<file path="src/rtl/serial_uart_pkg.sv">
// Shared types and frame constants for the serial UART endpoint.
package serial_uart_pkg;

    localparam int   DATA_BITS = 8;
    localparam logic START_BIT = 1'b0;
    localparam logic STOP_BIT  = 1'b1;

    typedef enum logic [1:0] {
        TX_IDLE,
        TX_START,
        TX_DATA,
        TX_STOP
    } tx_state_t;

    typedef enum logic [1:0] {
        RX_IDLE,
        RX_START,
        RX_DATA,
        RX_STOP
    } rx_state_t;

endpackage

</file>
<file path="src/rtl/serial_tx_fifo.sv">
// Byte FIFO feeding the UART transmitter; power-of-two depth so pointers wrap naturally.
module serial_tx_fifo
    import serial_uart_pkg::*;
#(
    parameter int DEPTH = 4
) (
    input  logic                 clock,
    input  logic                 reset,
    input  logic                 push,
    input  logic [DATA_BITS-1:0] push_data,
    input  logic                 pop,
    output logic [DATA_BITS-1:0] head,
    output logic                 full,
    output logic                 empty
);

    localparam int PW = $clog2(DEPTH);
    localparam int CW = PW + 1;

    logic [DATA_BITS-1:0] mem [DEPTH];
    logic [PW-1:0]        wr_ptr;
    logic [PW-1:0]        rd_ptr;
    logic [CW-1:0]        count;
    logic                 do_push;
    logic                 do_pop;

    // A write while full is dropped even if a pop happens on the same edge.
    assign do_push = push && !full;
    assign do_pop  = pop && !empty;
    assign full    = (count == CW'(DEPTH));
    assign empty   = (count == '0);
    assign head    = mem[rd_ptr];

    always_ff @(posedge clock) begin
        if (do_push) begin
            mem[wr_ptr] <= push_data;
        end
    end

    always_ff @(posedge clock) begin
        if (!reset) begin
            wr_ptr <= '0;
            rd_ptr <= '0;
            count  <= '0;
        end else begin
            if (do_push) begin
                wr_ptr <= wr_ptr + 1'b1;
            end
            if (do_pop) begin
                rd_ptr <= rd_ptr + 1'b1;
            end
            case ({do_push, do_pop})
                2'b10:   count <= count + 1'b1;
                2'b01:   count <= count - 1'b1;
                default: count <= count;
            endcase
        end
    end

endmodule

</file>
<file path="src/rtl/serial_uart_endpoint.sv">
// 8N1 UART endpoint with TX FIFO and single-byte RX holding register.
// Optional SERIAL_LOOPBACK_EN feeds uart_tx_out back into the RX synchronizer.
//
// state    | meaning
// TX_IDLE  | line high, waiting for a FIFO byte
// TX_START | start bit (0)
// TX_DATA  | 8 data bits, LSB first
// TX_STOP  | stop bit (1), then next byte back-to-back or idle
// RX_IDLE  | waiting for falling edge
// RX_START | half-bit wait, glitch reject
// RX_DATA  | sample 8 bits mid-bit
// RX_STOP  | sample stop bit, framing check
module serial_uart_endpoint
    import serial_uart_pkg::*;
#(
    parameter int CLKS_PER_BIT = 434,
    parameter int TX_DEPTH     = 4
) (
    input  logic       clock,
    input  logic       reset,
    input  logic [7:0] cpu_data_in,
    input  logic       cpu_wren_in,
    input  logic       cpu_rden_in,
    output logic [7:0] cpu_data_out,
    output logic       cpu_valid_out,
    output logic       cpu_ready_out,
    input  logic       uart_rx_in,
    output logic       uart_tx_out,
    output logic       rx_overrun_out
);

    localparam logic [15:0] BIT_LAST  = 16'(CLKS_PER_BIT - 1);
    localparam logic [15:0] HALF_LAST = 16'(CLKS_PER_BIT / 2 - 1);
    localparam logic [2:0]  IDX_LAST  = 3'(DATA_BITS - 1);

    logic                 fifo_pop;
    logic                 fifo_full;
    logic                 fifo_empty;
    logic [DATA_BITS-1:0] fifo_head;

    serial_tx_fifo #(
        .DEPTH(TX_DEPTH)
    ) u_tx_fifo (
        .clock    (clock),
        .reset    (reset),
        .push     (cpu_wren_in),
        .push_data(cpu_data_in),
        .pop      (fifo_pop),
        .head     (fifo_head),
        .full     (fifo_full),
        .empty    (fifo_empty)
    );

    assign cpu_ready_out = !fifo_full;

    tx_state_t            tx_state, tx_next;
    logic [15:0]          tx_tmr, tx_tmr_next;
    logic [2:0]           tx_idx, tx_idx_next;
    logic [DATA_BITS-1:0] tx_shift, tx_shift_next;
    logic                 tx_line;

    always_comb begin
        tx_next       = tx_state;
        tx_tmr_next   = tx_tmr;
        tx_idx_next   = tx_idx;
        tx_shift_next = tx_shift;
        tx_line       = 1'b1;
        fifo_pop      = 1'b0;
        case (tx_state)
            TX_IDLE: begin
                if (!fifo_empty) begin
                    fifo_pop      = 1'b1;
                    tx_shift_next = fifo_head;
                    tx_tmr_next   = BIT_LAST;
                    tx_next       = TX_START;
                end
            end
            TX_START: begin
                tx_line = START_BIT;
                if (tx_tmr == '0) begin
                    tx_tmr_next = BIT_LAST;
                    tx_idx_next = '0;
                    tx_next     = TX_DATA;
                end else begin
                    tx_tmr_next = tx_tmr - 16'd1;
                end
            end
            TX_DATA: begin
                tx_line = tx_shift[0];
                if (tx_tmr == '0) begin
                    tx_tmr_next   = BIT_LAST;
                    tx_shift_next = tx_shift >> 1;
                    if (tx_idx == IDX_LAST) begin
                        tx_next = TX_STOP;
                    end else begin
                        tx_idx_next = tx_idx + 3'd1;
                    end
                end else begin
                    tx_tmr_next = tx_tmr - 16'd1;
                end
            end
            TX_STOP: begin
                tx_line = STOP_BIT;
                if (tx_tmr == '0) begin
                    if (!fifo_empty) begin
                        fifo_pop      = 1'b1;
                        tx_shift_next = fifo_head;
                        tx_tmr_next   = BIT_LAST;
                        tx_next       = TX_START;
                    end else begin
                        tx_next = TX_IDLE;
                    end
                end else begin
                    tx_tmr_next = tx_tmr - 16'd1;
                end
            end
            default: tx_next = TX_IDLE;
        endcase
    end

    // The line is registered from the current state, so it trails the FSM by one cycle.
    always_ff @(posedge clock) begin
        if (!reset) begin
            tx_state    <= TX_IDLE;
            tx_tmr      <= '0;
            tx_idx      <= '0;
            tx_shift    <= '0;
            uart_tx_out <= 1'b1;
        end else begin
            tx_state    <= tx_next;
            tx_tmr      <= tx_tmr_next;
            tx_idx      <= tx_idx_next;
            tx_shift    <= tx_shift_next;
            uart_tx_out <= tx_line;
        end
    end

    logic rx_src;
`ifdef SERIAL_LOOPBACK_EN
    assign rx_src = uart_tx_out;
`else
    assign rx_src = uart_rx_in;
`endif

    logic rx_meta, rx_sync, rx_prev;

    always_ff @(posedge clock) begin
        if (!reset) begin
            rx_meta <= 1'b1;
            rx_sync <= 1'b1;
            rx_prev <= 1'b1;
        end else begin
            rx_meta <= rx_src;
            rx_sync <= rx_meta;
            rx_prev <= rx_sync;
        end
    end

    rx_state_t            rx_state, rx_next;
    logic [15:0]          rx_tmr, rx_tmr_next;
    logic [2:0]           rx_idx, rx_idx_next;
    logic [DATA_BITS-1:0] rx_shift, rx_shift_next;
    logic                 rx_good, rx_good_next;

    always_comb begin
        rx_next       = rx_state;
        rx_tmr_next   = rx_tmr;
        rx_idx_next   = rx_idx;
        rx_shift_next = rx_shift;
        rx_good_next  = 1'b0;
        case (rx_state)
            RX_IDLE: begin
                if (rx_prev && !rx_sync) begin
                    rx_tmr_next = HALF_LAST;
                    rx_next     = RX_START;
                end
            end
            RX_START: begin
                if (rx_tmr == '0) begin
                    if (rx_sync) begin
                        rx_next = RX_IDLE;
                    end else begin
                        rx_tmr_next = BIT_LAST;
                        rx_idx_next = '0;
                        rx_next     = RX_DATA;
                    end
                end else begin
                    rx_tmr_next = rx_tmr - 16'd1;
                end
            end
            RX_DATA: begin
                if (rx_tmr == '0) begin
                    rx_tmr_next   = BIT_LAST;
                    rx_shift_next = {rx_sync, rx_shift[DATA_BITS-1:1]};
                    if (rx_idx == IDX_LAST) begin
                        rx_next = RX_STOP;
                    end else begin
                        rx_idx_next = rx_idx + 3'd1;
                    end
                end else begin
                    rx_tmr_next = rx_tmr - 16'd1;
                end
            end
            RX_STOP: begin
                if (rx_tmr == '0) begin
                    rx_good_next = (rx_sync == STOP_BIT);
                    rx_next      = RX_IDLE;
                end else begin
                    rx_tmr_next = rx_tmr - 16'd1;
                end
            end
            default: rx_next = RX_IDLE;
        endcase
    end

    always_ff @(posedge clock) begin
        if (!reset) begin
            rx_state <= RX_IDLE;
            rx_tmr   <= '0;
            rx_idx   <= '0;
            rx_shift <= '0;
            rx_good  <= 1'b0;
        end else begin
            rx_state <= rx_next;
            rx_tmr   <= rx_tmr_next;
            rx_idx   <= rx_idx_next;
            rx_shift <= rx_shift_next;
            rx_good  <= rx_good_next;
        end
    end

    // rx_shift is stable while idle, so it still holds the byte when rx_good is seen.
    always_ff @(posedge clock) begin
        if (!reset) begin
            cpu_data_out   <= '0;
            cpu_valid_out  <= 1'b0;
            rx_overrun_out <= 1'b0;
        end else if (rx_good) begin
            if (!cpu_valid_out || cpu_rden_in) begin
                cpu_data_out  <= rx_shift;
                cpu_valid_out <= 1'b1;
            end else begin
                rx_overrun_out <= 1'b1;
            end
        end else if (cpu_rden_in && cpu_valid_out) begin
            cpu_valid_out <= 1'b0;
        end
    end

endmodule

</file>
<file path="config.mk">
export PLATFORM = sky130hd
export DESIGN_NAME = serial_uart_endpoint
export DESIGN_NICKNAME = d
export VERILOG_FILES = /design/src/rtl/serial_uart_pkg.sv /design/src/rtl/serial_tx_fifo.sv /design/src/rtl/serial_uart_endpoint.sv
export SDC_FILE = /design/constraint.sdc
export NUM_CORES = 1
export LEC_CHECK = 0
export ABC_CLOCK_PERIOD_IN_PS = 3500
export CORE_ASPECT_RATIO = 1.25
export CORE_MARGIN = 3
export CORE_UTILIZATION = 40
export CTS_BUF_LIST = sky130_fd_sc_hd__clkbuf_16
export CTS_CLUSTER_DIAMETER = 120
export DETAILED_ROUTE_END_ITERATION = 10
export DONT_BUFFER_PORTS = 1
export GPL_TIMING_DRIVEN = 0
export PLACE_DENSITY = 0.53
export SLEW_MARGIN = 20
export SYNTH_ARGS = -nofsm -noshare
export SYNTH_HDL_FRONTEND = slang
export SYNTH_SLANG_ARGS = --single-unit
</file>
<file path="constraint.sdc">
create_clock -name clock -period 3.5 [get_ports clock]
set_input_delay 0.525 -clock clock [delete_from_list [all_inputs] [get_ports clock]]
set_output_delay 0.525 -clock clock [all_outputs]
set_load 0.1 [all_outputs]
</file>
Yosys cells after proc, flatten, opt, wreduce, memory -nomap -nowiden
Memories as Yosys holds them, arrays and structs flattened. A register that Yosys moved wholly into a read port is not among the register bits.
Cells that the tools add are included.
{"block": "totals", "regBits": 80, "ram_bits": 32, "in_bits": 13, "out_inout_bits": 12, "mem_count": 1}
{"memory": "u_tx_fifo.mem", "words": 4, "width": 8, "rd": 1, "rd_clocked_by_memory_dff": 1, "wr": 1, "line": "serial_tx_fifo.sv:20", "source": "logic [DATA_BITS-1:0] mem [DEPTH];"}
{"block": "classes", "add_sub_neg": 8, "n_eq_ne": 27, "n_mux": 49, "bitwise_logic": 1, "n_reduce_logical": 31}
{"operator": "$mux 16", "count": 8}
{"operator": "$pmux 16 s4", "count": 1}
{"operator": "$pmux 16 s3", "count": 1}
{"operator": "$logic_not 16->1", "count": 2}
{"operator": "$sub 16x1->16 const B", "count": 2}
{"operator": "$ne 2x2->1 const B", "count": 14}
{"operator": "$mux 2", "count": 13}
{"operator": "$mux 8", "count": 3}
{"operator": "$pmux 8 s3", "count": 1}
{"operator": "$mux 3", "count": 7}
{"operator": "$pmux 3 s2", "count": 3}
{"operator": "$pmux 2 s4", "count": 2}
{"operator": "$reduce_and 5->1", "count": 3}
{"operator": "$eq 2x2->1 const B", "count": 5}
{"operator": "$add 3x1->3 const B", "count": 3}
{"operator": "$eq 3x3->1 const B", "count": 3}
{"operator": "$reduce_and 3->1", "count": 3}
{"operator": "$mux 1", "count": 8}
{"operator": "$reduce_and 2->1", "count": 4}
{"operator": "$reduce_bool 2->1", "count": 4}
{"operator": "$eq 2x1->1 const B", "count": 3}
{"operator": "$add 2x1->2 const B", "count": 2}
{"operator": "$logic_and 1x1->1", "count": 4}
{"operator": "$logic_not 1->1", "count": 4}
{"operator": "other kinds (11)", "count": 13}

Longest topological paths before layout
Gate-level depths: netlist (run 1).
{"block": "logic_depth", "word_depth": 7, "ltp_mapped": 13, "ltp_nobuf": 12}

By module
Synthesis (run 1) repeated with hierarchy kept, for this count alone.
{"block": "hier_totals", "hier_cells": 529, "hier_area_um2": 5416.4}
{"mod": "serial_uart_endpoint", "instances": 1, "cells_per_inst": 433, "area_per_inst_um2": 3772.4, "seq_area_each_um2": 1461.4}
{"mod": "serial_tx_fifo", "instances": 1, "cells_per_inst": 96, "area_per_inst_um2": 1644.1, "seq_area_each_um2": 1141.1}

Worst setup path after synthesis (run 1)
No wires, ideal clock.
{"block": "synth_path", "path_type": "register to register", "start": "register u_tx_fifo.count[0]", "end": "register u_tx_fifo.count[2]", "arrival_time_ns": 2.962, "t_required_ns": 3.430, "slack_ns": 0.467, "stages_incl_launch_ff": 11, "path_buffers": 0, "period_less_slack_ns": 3.033, "cell_sequence": "dfxtp_1 -> inv_1 -> nand3_1 -> and2_1 -> inv_1 -> ha_1 -> inv_1 -> fa_1 -> xor2_1 -> or3_1 -> a21oi_1"}
{"block": "synth_via", "word_cells_on_any_way": 15}
{"item": "start: declaration", "line": "serial_tx_fifo.sv:23", "source": "logic [CW-1:0] count;"}
{"item": "start signal: assignment", "line": "serial_tx_fifo.sv:53", "source": "2'b10: count <= count + 1'b1;"}
{"item": "start signal: assignment", "line": "serial_tx_fifo.sv:54", "source": "2'b01: count <= count - 1'b1;"}
{"item": "start signal: assignment", "line": "serial_tx_fifo.sv:55", "source": "default: count <= count;"}
{"item": "$eq 3x3->1 (*)", "line": "serial_tx_fifo.sv:30", "source": "assign full = (count == CW'(DEPTH));"}
{"item": "$logic_not 1->1 (*)"}
{"item": "named net cpu_ready_out", "line": "serial_uart_endpoint.sv:26", "source": "output logic cpu_ready_out,"}
{"item": "$logic_and 1x1->1 (*)", "line": "serial_tx_fifo.sv:28", "source": "assign do_push = push && !full;"}
{"item": "$eq 2x1->1 or $eq 2x2->1 (tied branches)", "line": "serial_tx_fifo.sv:52", "source": "case ({do_push, do_pop})"}
{"item": "$pmux 3 s2 or $reduce_bool 2->1 (tied branches)"}
Mark *: on every way through the listed nets, which the timed path passes. The rest lies on a longest branch.
A chain may end at the register's enable or synchronous reset.

Worst setup path after layout (run 1)
{"block": "layout_path", "start": "register tx_tmr[5]", "end": "register u_tx_fifo.count[2]"}
{"block": "layout_via", "elab_chain_cells": 6, "word_cells_on_any_way": 8}
{"item": "start: declaration", "line": "serial_uart_endpoint.sv:57", "source": "logic [15:0] tx_tmr, tx_tmr_next;"}
{"item": "start signal: assignment", "line": "serial_uart_endpoint.sv:131", "source": "tx_tmr <= tx_tmr_next;"}
{"item": "$logic_not 16->1 (*)", "line": "serial_uart_endpoint.sv:104", "source": "if (tx_tmr == '0) begin"}
{"item": "$mux 1 (*)", "line": "serial_uart_endpoint.sv:104"}
{"item": "$pmux 1 s2 (*)", "line": "serial_uart_endpoint.sv:69", "source": "case (tx_state)"}
{"item": "$logic_and 1x1->1 (*)", "line": "serial_tx_fifo.sv:29", "source": "assign do_pop = pop && !empty;"}
{"item": "named net u_tx_fifo.do_pop", "line": "serial_tx_fifo.sv:25", "source": "logic do_pop;"}
{"item": "$eq 2x1->1 or $eq 2x2->1 (tied branches)", "line": "serial_tx_fifo.sv:52"}
{"item": "$pmux 3 s2 or $reduce_bool 2->1 (tied branches)"}
Marks and branches as above.

==> flow_summary_export.csv, run 1 <==
group,metric,value,unit
yosys,synthArstFlopShare,0,
global_routing,grt-ovfl-total,0,
yosys,syn_inst,548,
yosys,yosysSeqAreaShare,0.4735,
global_routing,grt_pass1_wl,19320,um
routing,drc,0,
yosys,yosys-top-cells-count,"dfxtp_1 (82), nand2_1 (65), nor2_1 (57), a21oi_1 (35), edfxtp_1 (32)",
floorplan,fp.dieW,110.8,um
floorplan,die_area,15190,um^2
clocking,cts_root_buf,"clkbuf_16",
timing,tns,0,ns
yosys,synth_top_area_cell,"dfxtp_1",
placement,dp_cells,719,
layout,antenna_cells,0,
clocking,path_clk_slew,0.06,ns
setup_path,startpoint_type,"flop",
yosys,synthDistinctLibCells,75,
floorplan,rows,47,
yosys,synth_area,5497,um^2
layout,final_cell_area,6314,um^2
power,power,5.574,mW
worst_hold_path,hp-class,"primary input to flop",
yosys,synthFlopType,"dfxtp_1",
setup_path,path_max_fanout,10,
timing,hold_viol_final,0,
layout,nNetsFinal,604,
power,p_per_area,882.9,nW/um^2
power,vdd_drop_max,0.5587,mV
timing,drv_slew,0,
setup_path,critPathArrivalTime,3.59,ns
global_routing,track_usage,0.1597,
setup_path,path_cells,"buf_2 > nor4_4 > and4_1 > buf_2 > a21oi_1 > nor3_2 > ha_1 > inv_1 > fa_1 > xor2_1 > or3_1 > a21oi_1",
yosys,synth.net_count,584,
placement,gp_congestion,0.8094,
yosys,syn_area_per_cell,10.03,um^2
run,maxCapViolations,0,
routing,wl,11630,um
clocking,cts_tree,"built",
setup_path,crit_family,"simple AND/OR/NAND/NOR gates",
global_routing,grt_pass1_vias,3930,
placement,dp_hpwl,8329,um
setup_path,crit_cells,12,
timing,worst_slew_pin_slew,0.9740,ns
clocking,htreeDepth,4,
global_routing,antenna_found_initial,1,
clocking,clock_latency,0.41,ns
yosys,ys_warn_count,0,
routing,wl_per_cell,15.46,um
worst_hold_path,whs_path_depth,0,
layout,fin_cells,752,
timing,skew,0.007403,ns
clocking,cts_buffer_depth,2,
floorplan,io_pins,25,
routing,firstDrtPassIters,5,
layout,drive_gt1_frac,0.1239,
clocking,hold_buffers,0,
setup_path,critical_path_class,"flop to flop",
yosys,synth.most_common_cell,"dfxtp_1",
layout,postLayoutCoreUtil,0.4730,
routing,vias,4080,
clocking,cts_sinks,114,
timing,post-route-period-util,0.9298,
floorplan,start_util,0.4118,
timing,fmax,0.3073,GHz
yosys,synth.area.top_cells,"dfxtp_1 (30%), edfxtp_1 (17%), ha_1 (5.0%), nand2_1 (4.4%), nor2_1 (3.9%)",
yosys,synth_top_area_share,0.2987,
timing,setup_violations,0,
setup_path,timing.critical_path.buf_inv,3,
routing,ant_nets,0,
global_routing,grt_max_degree,17,
placement,port_buffers,0,
floorplan,die_y,137.1,um
power,p_leak,2.389,nW
clocking,cts_buffers,17,
layout,syn_to_final_growth,14.86,%
routing,via_per_inst,5.426,
run_status,status,"finished, final reports clean",
routing,drt_iter0_drc,205,
timing,slew_headroom,0.3498,
setup_path,cpMaxStageDelayCell,"nor4_4",
timing,rsz0062_at_grt,"no",
setup_path,slowest_delay,0.51,ns
yosys,yosys_register_bits,114,
setup_path,cp-end-kind,"flop",
placement,postPlaceCellArea,5715,um^2
floorplan,coreArea,13350,um^2
setup_path,rr_worst_depth,12,
timing,period_needed,3.254,ns
setup_path,critical_path_required,3.84,ns
yosys,synth_edf_count,32,
## layout make-up
| class | instances | area (um^2) |
|---|---|---|
| Clock buffer | 17 | 425.4 |
| Fill cell | 1239 | 7036 |
| Multi-Input combinational cell | 389 | 2679 |
| Sequential cell | 114 | 2603 |
| Tap cell | 171 | 214.0 |
| Timing Repair Buffer | 1 | 7.507 |
| Clock inverter | 15 | 151.4 |
| Buffer | 26 | 162.7 |
| Inverter | 19 | 71.32 |
## registers in the layout, summed over array words and instances, names as in the netlist, named ones only
name              count
rx_tmr               16
rx_idx                3
cpu_valid_out         1
rx_shift              8
u_tx_fifo.rd_ptr      2
rx_state              1
u_tx_fifo.count       3
rx_meta               1
rx_prev               1
tx_tmr               16
rx_good               1
u_tx_fifo.mem        32
tx_shift              8
tx_state              2
cpu_data_out          8
tx_idx                3
rx_overrun_out        1
rx_sync               1
uart_tx_out           1
u_tx_fifo.wr_ptr      2
## layer usage
| layer | share of wire | global-route usage | wire, um |
|---|---|---|---|
| met2 | 0.50 | 0.2750 | 5779 |
| met1 | 0.45 | 0.1888 | 5208 |
| met5 | 0 | 0 | 0 |
| met4 | 0.018 | 0.06434 | 209 |
| met3 | 0.037 | 0.04511 | 431 |
## cell usage in the layout, fill, tap and decap left out, types with 16 or more instances in the layout
master	instances
dfxtp_1	82
nand2_1	65
nor2_1	57
a21oi_1	35
edfxtp_1	32
ha_1	22
inv_1	21
clkbuf_1	17
clkbuf_16	17
o21ai_0	16
## where the power goes
part	total, mW	switching [mW]	leakage [nW]	internal [mW]
clock network	1.69	0.592	0.288	1.10
logic	2.12	1.28	1.14	0.842
registers	1.77	0.190	0.961	1.58
## kinds of logic after synthesis
family,share of synthesized area
AOI/OAI and AO/OA,0.1537
xor gates and xnor gates,0.01753
adders and majority gates,0.05372
buffers and inverters,0.04257
DFF,0.4735
muxes,0.05645
and+or+nand+nor,0.2026
## metrics by stage
stage                     setup WS [ns]  hold slack, ns
after CTS                       0.05307          0.1812
after global placement           0.1471          0.4000
after detailed placement         0.1005          0.3989
after floorplan                  0.4674          0.3863
after global routing            0.02129          0.1820
final                            0.2456          0.2033
## path summary, 6_finish.rpt
kind	start	end	slack, ns
setup / recovery	tx_tmr[5]	u_tx_fifo.count[2]	0.25
setup reg to reg	tx_tmr[5]	u_tx_fifo.count[2]	0.25
hold reg to reg	rx_meta	rx_sync	0.41
hold / removal	cpu_data_in[7]	u_tx_fifo.mem[0][7]	0.20
## timing repair
| item | 4_1_cts | 5_1_grt |
|---|---|---|
| endpoints found under the setup margin | 0 | 1 |
| gates resized for setup | 0 | 1 |
| setup buffers | 0 | 1 |
| hold endpoints to repair | 0 | 0 |
Power figures use the tool's default switching activity.
==> run 2: changes to the inputs <==
ABC_CLOCK_PERIOD_IN_PS = 2800   (was 3500)
PLACE_DENSITY = 0.55   (was 0.53)
clock period = 2.8 ns   (was 3.5 ns; I/O delays follow)
==> flow_summary_export.csv, run 2 (synthesis results as in run 1) <==
group,metric,value,unit
clocking,path_clk_slew,0.05,ns
setup_path,reg2reg_from,"tx_tmr[12]",
clocking,cts_sinks,114,
layout,regMostFlops,"u_tx_fifo.mem",
global_routing,track_usage,0.1623,
power,p_per_area,1124,nW/um^2
setup_path,path_max_fanout,8,
worst_hold_path,min-delay-start,"cpu_data_in[0]",
clocking,hold_buffers,0,
routing,via_per_inst,5.486,
global_routing,grt-ovfl-total,0,
placement,postPlaceCellArea,5747,um^2
layout,final_cell_mix,"dfxtp_1 (80), nand2_1 (65), nor2_1 (57)",
layout,nNetsFinal,611,
layout,final_common_cell,"dfxtp_1",
run_status,status,"finished, final reports clean",
power,switchingPower,2.693,mW
setup_path,reg2reg_slack,0.15,ns
timing,whs,0.09286,ns
setup_path,r2r-end,"u_tx_fifo.count[2]",
timing,slew_headroom,0.3334,
timing,post-route-period-util,0.9459,
clocking,cts_buffers,17,
timing,worst_slew_pin_slew,0.9986,ns
worst_hold_path,hold_path_end,"u_tx_fifo.mem[3][0]",
timing,drv_slew,0,
routing,drc,0,
floorplan,rows,47,
power,p_seq_frac,0.306,
placement,port_buffers,0,
power,pwr-share-clk,0.303,
floorplan,die_area,15190,um^2
floorplan,die_y,137.1,um
routing,firstDrtPassIters,5,
timing,fmax,0.3776,GHz
global_routing,grt_pass1_wl,19690,um
worst_hold_path,hp-class,"primary input to flop",
timing,rsz0062_at_grt,"yes",
setup_path,critical_path_required,3.15,ns
layout,final_cell_area,6461,um^2
layout,fin_cells,759,
power,pwr-share-comb,0.390,
routing,wl_per_cell,15.36,um
power,p_sw_frac,0.3710,
floorplan,fp.dieW,110.8,um
power,vdd_drop_max,0.5596,mV
floorplan,start_util,0.4118,
timing,skew,0.01026,ns
placement,gp_congestion,0.8142,
clocking,htreeDepth,4,
power,p_leak,2.443,nW
routing,wl,11660,um
clocking,cts_root_buf,"clkbuf_16",
clocking,cts_buffer_depth,2,
power,p_int,4.567,mW
clocking,cts_tree,"built",
layout,drive_gt1_frac,0.1599,
timing,hold_viol_final,0,
timing,period_needed,2.649,ns
setup_path,startpoint_type,"flop",
setup_path,critical_path_class,"flop to flop",
worst_hold_path,whs_path_depth,0,
floorplan,coreArea,13350,um^2
routing,vias,4164,
routing,ant_nets,0,
global_routing,grt_max_degree,17,
setup_path,critPathArrivalTime,3.00,ns
layout,reg_top3,"u_tx_fifo.mem: 32 flops, rx_tmr: 16 flops, tx_tmr: 16 flops",
floorplan,io_pins,25,
run,maxCapViolations,0,
global_routing,grt_pass1_vias,4119,
placement,dp_cells,719,
setup_path,rr_worst_depth,12,
layout,largest_reg_flops,32,
setup_path,cp-end-kind,"flop",
placement,dp_hpwl,8238,um
layout,syn_to_final_growth,17.55,%
setup_path,startpoint,"tx_tmr[12]",
global_routing,antenna_found_initial,0,
layout,antenna_cells,0,
routing,drt_iter0_drc,151,
timing,setup_violations,0,
clocking,clock_latency,0.42,ns
[run 2: what timing repair did]
| action | CTS | global route |
|---|---|---|
| pin swaps | 5 | 3 |
| resized for setup | 4 | 7 |
| buffers inserted | 4 | 4 |
| setup endpoints to repair | 2 | 2 |
[run 2: layout make-up]
| type | count | area (um^2) |
|---|---|---|
| timing repair buffer | 8 | 60.06 |
| clock inverter | 15 | 181.4 |
| sequential | 114 | 2605 |
| clock buffer | 17 | 425.4 |
| tap | 171 | 214.0 |
| fill | 1235 | 6888 |
| multi-input combinational | 389 | 2735 |
| inverter | 19 | 71.32 |
| buffer | 26 | 168.9 |
[run 2: critical path, stage by stage, from the launching register on]
cell and delay (ns):
dfxtp_1 0.29, clkbuf_1 0.18, nor4_2 0.27, and4_1 0.27
buf_6 0.13, a21oi_2 0.08, nor3_4 0.19, ha_2 0.22
inv_1 0.05, fa_2 0.33, xor2_1 0.15, or3_1 0.32
a21oi_2 0.11
[run 2: worst max-delay path by stage]
stage	cells after the start	end	slack, ns
floorplan	13	u_tx_fifo.count[2]	0.008
global route	13	u_tx_fifo.count[2]	-0.05
global placement	11	u_tx_fifo.count[2]	-0.31
CTS	13	u_tx_fifo.count[2]	0.02
finish	12	u_tx_fifo.count[2]	0.15
detailed placement	11	u_tx_fifo.count[2]	-0.33
[run 2: layer usage]
metal  track usage  vias up  wire (um)
met1        0.1859     2006       5080
met5             0        -          0
met3       0.04732       17        414
met4       0.06913        0        183
met2        0.2837       66       5982
li1              -     2075          -
[run 2: stage by stage]
step	worst slack, ns	total power, mW	setup TNS, ns	util
floorplan	0.007563	4.332	0	-
global placement	-0.3125	4.838	-0.4803	0.4301
detailed placement	-0.3311	4.901	-0.5222	0.4305
CTS	0.02356	7.213	0	0.4803
global route	-0.05308	7.737	-0.05308	0.4840
finish	0.1514	7.260	0	0.4840
[run 2: power by group through the flow]
stage	logic, mW	clock network, mW	registers [mW]
finish	2.83	2.20	2.22
global route	3.16	2.32	2.25
CTS	2.76	2.24	2.21
detailed placement	2.66	0	2.24
global placement	2.61	0	2.22
floorplan	2.15	0	2.18
